==> src/rtl/ascon_ctx_regs.sv <==
// Register-bus front end holding NUM_CTX independent 320-bit Ascon state contexts
// and sequencing one permutation run at a time. Optional IRQ: `define ASCON_CTX_REGS_IRQ_EN.
module ascon_ctx_regs #(
  parameter int  NUM_CTX = 2,
  parameter int  ADDR_W  = 12,
  localparam int CW      = (NUM_CTX > 1) ? $clog2(NUM_CTX) : 1
) (
  input  logic              clk_i,
  input  logic              rst_n_i,
  input  logic              reg_valid_i,
  input  logic              reg_write_i,
  input  logic [ADDR_W-1:0] reg_addr_i,
  input  logic [31:0]       reg_wdata_i,
  output logic              reg_ready_o,
  output logic [31:0]       reg_rdata_o,
  output logic              reg_error_o,
  output logic              start_o,
  output logic [CW-1:0]     ctx_o,
  output logic [4:0][63:0]  state_o,
  input  logic              finished_i,
  input  logic              update_state_i,
  input  logic [4:0][63:0]  state_i,
  output logic              irq_o
);

  typedef enum logic [1:0] {S_IDLE, S_START, S_RUN} fsm_t;
  typedef logic [4:0][63:0] state_t;

  localparam logic [ADDR_W-1:0] A_CTRL   = ADDR_W'(32'h000);
  localparam logic [ADDR_W-1:0] A_STATUS = ADDR_W'(32'h004);
  localparam logic [ADDR_W-1:0] A_IRQ_EN = ADDR_W'(32'h008);
  localparam logic [ADDR_W-1:0] A_WORDS  = ADDR_W'(32'h100);
  localparam logic [3:0]        NUM_CTX_L = 4'(NUM_CTX);

  fsm_t               state_q, state_nxt;
  state_t             ctx_mem [NUM_CTX];
  logic [NUM_CTX-1:0] done_q, done_nxt, done_set, done_clr;
  logic               err_q, err_nxt, err_set, err_clr;
  logic               irq_en_q, irq_en_we;
  logic               busy;

  logic               dec_err, start_req, word_we;
  logic [31:0]        rdata;

  // State-word address fields: offset into the 0x100 window, 64 bytes per context.
  logic [ADDR_W-1:0]  wd_off, wd_ctx_raw;
  logic [CW-1:0]      wd_ctx;
  logic [3:0]         wd_idx;
  logic [2:0]         wd_lane;
  logic               wd_half, word_ok;
  logic [CW-1:0]      ctrl_ctx;
  logic               ctrl_ctx_ok;

  assign busy        = (state_q != S_IDLE);
  assign wd_off      = reg_addr_i - A_WORDS;
  assign wd_ctx_raw  = wd_off >> 6;
  assign wd_ctx      = wd_ctx_raw[CW-1:0];
  assign wd_idx      = wd_off[5:2];
  assign wd_lane     = wd_idx[3:1];
  assign wd_half     = wd_idx[0];
  assign word_ok     = (wd_ctx_raw < ADDR_W'(NUM_CTX)) && (wd_idx <= 4'd9);
  assign ctrl_ctx    = reg_wdata_i[8 +: CW];
  assign ctrl_ctx_ok = ({1'b0, reg_wdata_i[10:8]} < NUM_CTX_L);

  // Bus decode: every request is answered in the cycle it is presented.
  always_comb begin
    // NOTE: every output of this block gets a default first so no path infers a latch.
    dec_err   = 1'b0;
    rdata     = '0;
    start_req = 1'b0;
    err_set   = 1'b0;
    err_clr   = 1'b0;
    done_clr  = '0;
    irq_en_we = 1'b0;
    word_we   = 1'b0;
    if (reg_valid_i) begin
      if (reg_addr_i[1:0] != 2'b00) begin
        dec_err = 1'b1;
      end else if (reg_addr_i == A_CTRL) begin
        if (reg_write_i && reg_wdata_i[0]) begin
          if (busy) begin
            dec_err = 1'b1;
            err_set = 1'b1;
          end else if (!ctrl_ctx_ok) begin
            dec_err = 1'b1;
          end else begin
            start_req = 1'b1;
          end
        end
      end else if (reg_addr_i == A_STATUS) begin
        if (reg_write_i) begin
          err_clr  = reg_wdata_i[1];
          done_clr = reg_wdata_i[16 +: NUM_CTX];
        end else begin
          rdata[0]              = busy;
          rdata[1]              = err_q;
          rdata[16 +: NUM_CTX]  = done_q;
        end
      end else if (reg_addr_i == A_IRQ_EN) begin
        if (reg_write_i) irq_en_we = 1'b1;
        else             rdata[0]  = irq_en_q;
      end else if (reg_addr_i >= A_WORDS) begin
        if (!word_ok) begin
          dec_err = 1'b1;
        end else if (reg_write_i) begin
          // The context under the core is read-only until the run finishes.
          if (busy && (wd_ctx == ctx_o)) dec_err = 1'b1;
          else                           word_we = 1'b1;
        end else begin
          rdata = wd_half ? ctx_mem[wd_ctx][wd_lane][63:32]
                          : ctx_mem[wd_ctx][wd_lane][31:0];
        end
      end else begin
        dec_err = 1'b1;
      end
    end
  end

  assign reg_ready_o = reg_valid_i;
  assign reg_rdata_o = rdata;
  assign reg_error_o = dec_err;

  always_comb begin
    state_nxt = state_q;
    unique case (state_q)
      S_IDLE:  if (start_req) state_nxt = S_START;
      S_START: state_nxt = S_RUN;
      S_RUN:   if (finished_i) state_nxt = S_IDLE;
      default: state_nxt = S_IDLE;
    endcase
  end

  assign start_o  = (state_q == S_START);
  assign done_set = ((state_q == S_RUN) && finished_i) ? (NUM_CTX'(1) << ctx_o) : '0;
  // Hardware set wins over a same-cycle W1C of the same bit.
  assign done_nxt = (done_q & ~done_clr) | done_set;
  assign err_nxt  = (err_q & ~err_clr) | err_set;
  assign state_o  = ctx_mem[ctx_o];

  always_ff @(posedge clk_i or negedge rst_n_i) begin
    if (!rst_n_i) begin
      state_q <= S_IDLE;
      ctx_o   <= '0;
      done_q  <= '0;
      err_q   <= 1'b0;
    end else begin
      state_q <= state_nxt;
      done_q  <= done_nxt;
      err_q   <= err_nxt;
      if (start_req) ctx_o <= ctrl_ctx;
    end
  end

  // NOTE: the context store is reset because software relies on reading zeros after reset.
  always_ff @(posedge clk_i or negedge rst_n_i) begin
    if (!rst_n_i) begin
      for (int c = 0; c < NUM_CTX; c++) ctx_mem[c] <= '0;
    end else begin
      if (word_we) begin
        if (wd_half) ctx_mem[wd_ctx][wd_lane][63:32] <= reg_wdata_i;
        else         ctx_mem[wd_ctx][wd_lane][31:0]  <= reg_wdata_i;
      end
      if ((state_q == S_RUN) && update_state_i) ctx_mem[ctx_o] <= state_i;
    end
  end

`ifdef ASCON_CTX_REGS_IRQ_EN
  logic irq_en_nxt, irq_q;

  assign irq_en_nxt = irq_en_we ? reg_wdata_i[0] : irq_en_q;

  // Built from next-state values so irq_o rises one cycle after the setting event.
  always_ff @(posedge clk_i or negedge rst_n_i) begin
    if (!rst_n_i) begin
      irq_en_q <= 1'b0;
      irq_q    <= 1'b0;
    end else begin
      irq_en_q <= irq_en_nxt;
      irq_q    <= irq_en_nxt & ((|done_nxt) | err_nxt);
    end
  end

  assign irq_o = irq_q;
`else
  logic unused_irq_en_we;

  assign unused_irq_en_we = irq_en_we;
  assign irq_en_q         = 1'b0;
  assign irq_o            = 1'b0;
`endif

endmodule

==> config.mk <==
export PLATFORM = sky130hd
export DESIGN_NAME = ascon_ctx_regs
export DESIGN_NICKNAME = d
export VERILOG_FILES = /design/src/rtl/ascon_ctx_regs.sv
export SDC_FILE = /design/constraint.sdc
export NUM_CORES = 2
export LEC_CHECK = 0
export CAP_MARGIN = 10
export CORE_AREA = 10 10 290 292
export CTS_CLUSTER_SIZE = 20
export DETAILED_ROUTE_END_ITERATION = 6
export DIE_AREA = 0 0 300 302
export PLACE_DENSITY = 0.88
export SETUP_SLACK_MARGIN = 0.1
export SYNTH_ARGS = -nofsm -noshare
export SYNTH_HDL_FRONTEND = slang
export SYNTH_SLANG_ARGS = --single-unit
==> constraint.sdc <==
create_clock -name clk_i -period 3.9 [get_ports clk_i]
set_input_delay 0.78 -clock clk_i [delete_from_list [all_inputs] [get_ports clk_i]]
set_output_delay 0.78 -clock clk_i [all_outputs]
set_load 0.005 [all_outputs]
==> flow_summary.yaml <==
power_and_ir_drop:
  p_per_area_mw_per_mm2: 298
  netSwitchingFraction: 0.242
  pwr-share-clk: 0.477
  ir_drop_mv: 0.332
  p_switching_mw: 3.68
  p_total_mw: 15.2
  intPower_mw: 11.5
  power_frac_seq: 0.442
  p_leak_nw: 21.0
  pwr-share-comb: 0.081
setup_path:
  cp-start-kind: "input pin"
  critical_path_class: "in -> out"
  path_buf_inv: 5
  crit_family: "buffers and inverters"
  rrSetupSlack_ns: 0.98
  path_cells: "clkdlybuf4s50_1 -> nor2_2 -> nand2_1 -> or3_4 -> buf_12 -> buf_12 -> buf_4 -> a21oi_1 -> and3_4 -> clkdlybuf4s15_2"
  worstPathRequired_ns: 3.12
  crit_path_max_incr_delay_ns: 0.48
  cp.arrival_ns: 3.11
  cp_common_cell: "buf_12"
  reg2reg_depth: 6
  crit_fanout: 6
  end_kind: "output port"
  cp_num_cells: 10
  cp_slowest_cell: "clkdlybuf4s50_1"
grt:
  grt_start_max_net_pins: 133
  busiest_layer: "met2"
  grt_overflow: 0
  grt_pass1_vias: 37046
  grt_use_total: 0.350
  antenna_found_initial: 39
  met1_usage: 0.407
  met3_usage: 0.102
  grt_pass1_wl_um: 240000
  met2_usage: 0.538
clock_tree:
  h-tree-depth: 3
  clock-sinks: 646
  cts_hold_buffers: 0
  cts_buffers: 72
  cts_tree: "built"
  clock_path_buffers: 3
  insertion_delay_ns: 0.63
  clk_pin_slew_ns: 0.06
  cts_root_buf: "clkbuf_16"
yosys:
  ys_top_cells_by_area: "dfrtp_1, mux2i_1, mux2_2, mux4_2, a21oi_1"
  synth_largest_area_cell: "dfrtp_1"
  syn_area_mm2: 0.0389
  syn-num-nets: 4126
  synthCells: 3756
  ys_ff_latch: 646
  ys_types: 51
  yosysWarnings: 0
  syn_avg_cell_area_um2: 10.4
  synth_ff_type: "dfrtp_1"
  synth-edff-count: 0
  yosysSeqAreaShare: 0.415
  synth_top_area_share: 0.415
  async_flop_share: 1.00
final_layout:
  regArea_mm2: 0.0162
  nFillCells: 5694
  drive_above_1_share: 0.187
  stdcell_count: 5526
  multi_input_area_mm2: 0.0213
  area_growth_pct: 31.2
  nets: 4751
timing:
  post-route-period-util: 0.998
  clock_skew_ns: 0.0237
  final.min_clock_period_ns: 3.89
  timing.fmax_mhz: 257
  tightest_slew_ns: 1.16
  slew_viol_final: 0
  setup_viol_count_final: 0
  hold_violations: 0
  hold_slack_ns: 0.211
  relSlewSlack: 0.226
  setup_ws_ns: 0.00915
  rsz0062_at_grt: "yes"
placement:
  dp_hpwl_um: 112000
  pre_cts_ws_ns: -0.543
  gp_congestion: 0.961
  io_buffers: 725
  placed_cells: 5346
run:
  drv_cap: 0
run_status:
  outcome: "complete, but fails checks"
  violations: "DRC"
floorplan:
  dieArea_mm2: 0.0906
  die_w_um: 300
  die_h_um: 302
  core_area_mm2: 0.0784
  io_pins: 727
  num_rows: 103
  start_util: 0.497
drt:
  dr.pass1.iters: 7
  dr_total_vias: 36303
  drt-initial-drc-count: 4709
  post_drt_wl_per_cell_um: 29.8
  viasPerCell: 6.57
  drc_errors: 6
  totalWireLength_um: 165000
  ant_nets: 0
worst_hold_path:
  hp-class: "in -> async"
==> per-stage QoR <==
stage | area [um2] | setup TNS [ns] | utilization
2_1_floorplan | 38900 | 0 | -
3_3_place_gp | 48300 | -13.48 | 0.616
3_5_place_dp | 48300 | -14.19 | 0.616
4_1_cts | 50900 | 0 | 0.650
5_1_grt | 51000 | -0.0363 | 0.651
6_report | 51100 | 0 | 0.652
==> flip-flops by register name, indices dropped and copies added (netlist names) <==
register,count
err_q,1
ctx_mem,640
state_q,2
ctx_o,1
done_q,2
==> power groups by stage <==
| stage | clock (mW) | sequential [mW] | combinational (mW) |
|---|---|---|---|
| 3_3_place_gp | 0 | 6.84 | 1.18 |
| 3_5_place_dp | 0 | 6.84 | 1.19 |
| 4_1_cts | 7.28 | 6.72 | 1.20 |
| 2_1_floorplan | 0 | 6.84 | 0.338 |
| 5_1_grt | 7.55 | 6.72 | 1.28 |
| 6_report | 7.26 | 6.72 | 1.24 |
==> cell type report <==
class / count / share of cell area
antenna: 40 / 0.00196
clock buffer: 105 / 0.0409
clock inverter: 24 / 0.00738
inverter: 6 / 0.000441
multi-input combinational: 2727 / 0.417
sequential: 646 / 0.317
tap: 1050 / 0.0257
timing repair buffer: 928 / 0.190
==> kinds of logic after synthesis <==
kind of cell,after synthesis,synth area share
AND/OR/NAND/NOR,785,0.0859
flip-flops,646,0.415
buffers and inverters,383,0.0429
XOR/XNOR,1,0.000418
other,1,0.0000964
AO/OA/AOI/OAI,788,0.109
multiplexers,1152,0.346
==> Yosys cell counts, types with 7 or more instances <==
cell,instances
buf_1,21
clkbuf_1,279
mux2i_1,700
mux4_2,122
a21oi_1,355
mux2_2,330
o21ai_0,312
nor3_2,11
a221oi_1,61
nor2_1,327
and3_1,28
buf_2,32
nand2_1,372
buf_4,39
dfrtp_1,646
o21ai_1,40
nor4_4,7
==> cell usage in the layout, fill, tap and decap left out, types with 61 or more instances in the layout <==
cell type,n
buf_12,72
nor2_1,325
buf_4,126
mux2_2,330
o21ai_0,312
a21oi_1,353
clkbuf_16,75
dfrtp_1,645
clkdlybuf4s50_1,683
nand2_1,372
mux2i_1,700
mux4_2,122
a221oi_1,61
==> path summary, 6_finish.rpt <==
check                         startpoint               to
min                              rst_n_i     ctx_mem[547]
max reg2reg                        ctx_o     ctx_mem[513]
max in group asynchronous        rst_n_i     ctx_mem[365]
min reg2reg                        err_q            err_q
min in group clk_i                 err_q            err_q
max                        reg_addr_i[0]  reg_rdata_o[26]
==> metal layers <==
layer	share of wire	vias up	routed length [um]
li1	-	14846	-
met1	0.34	17694	55800
met2	0.45	2890	74500
met3	0.12	867	19300
met4	0.092	6	15100
met5	0.00025	-	41
==> repair_timing <==
item	in CTS	in global routing
buffers inserted	7	2
endpoints found under the setup margin	33	16
cloned	2	0
pin swaps	11	9
gates resized for setup	64	25
(Power assumes the default switching activity.)
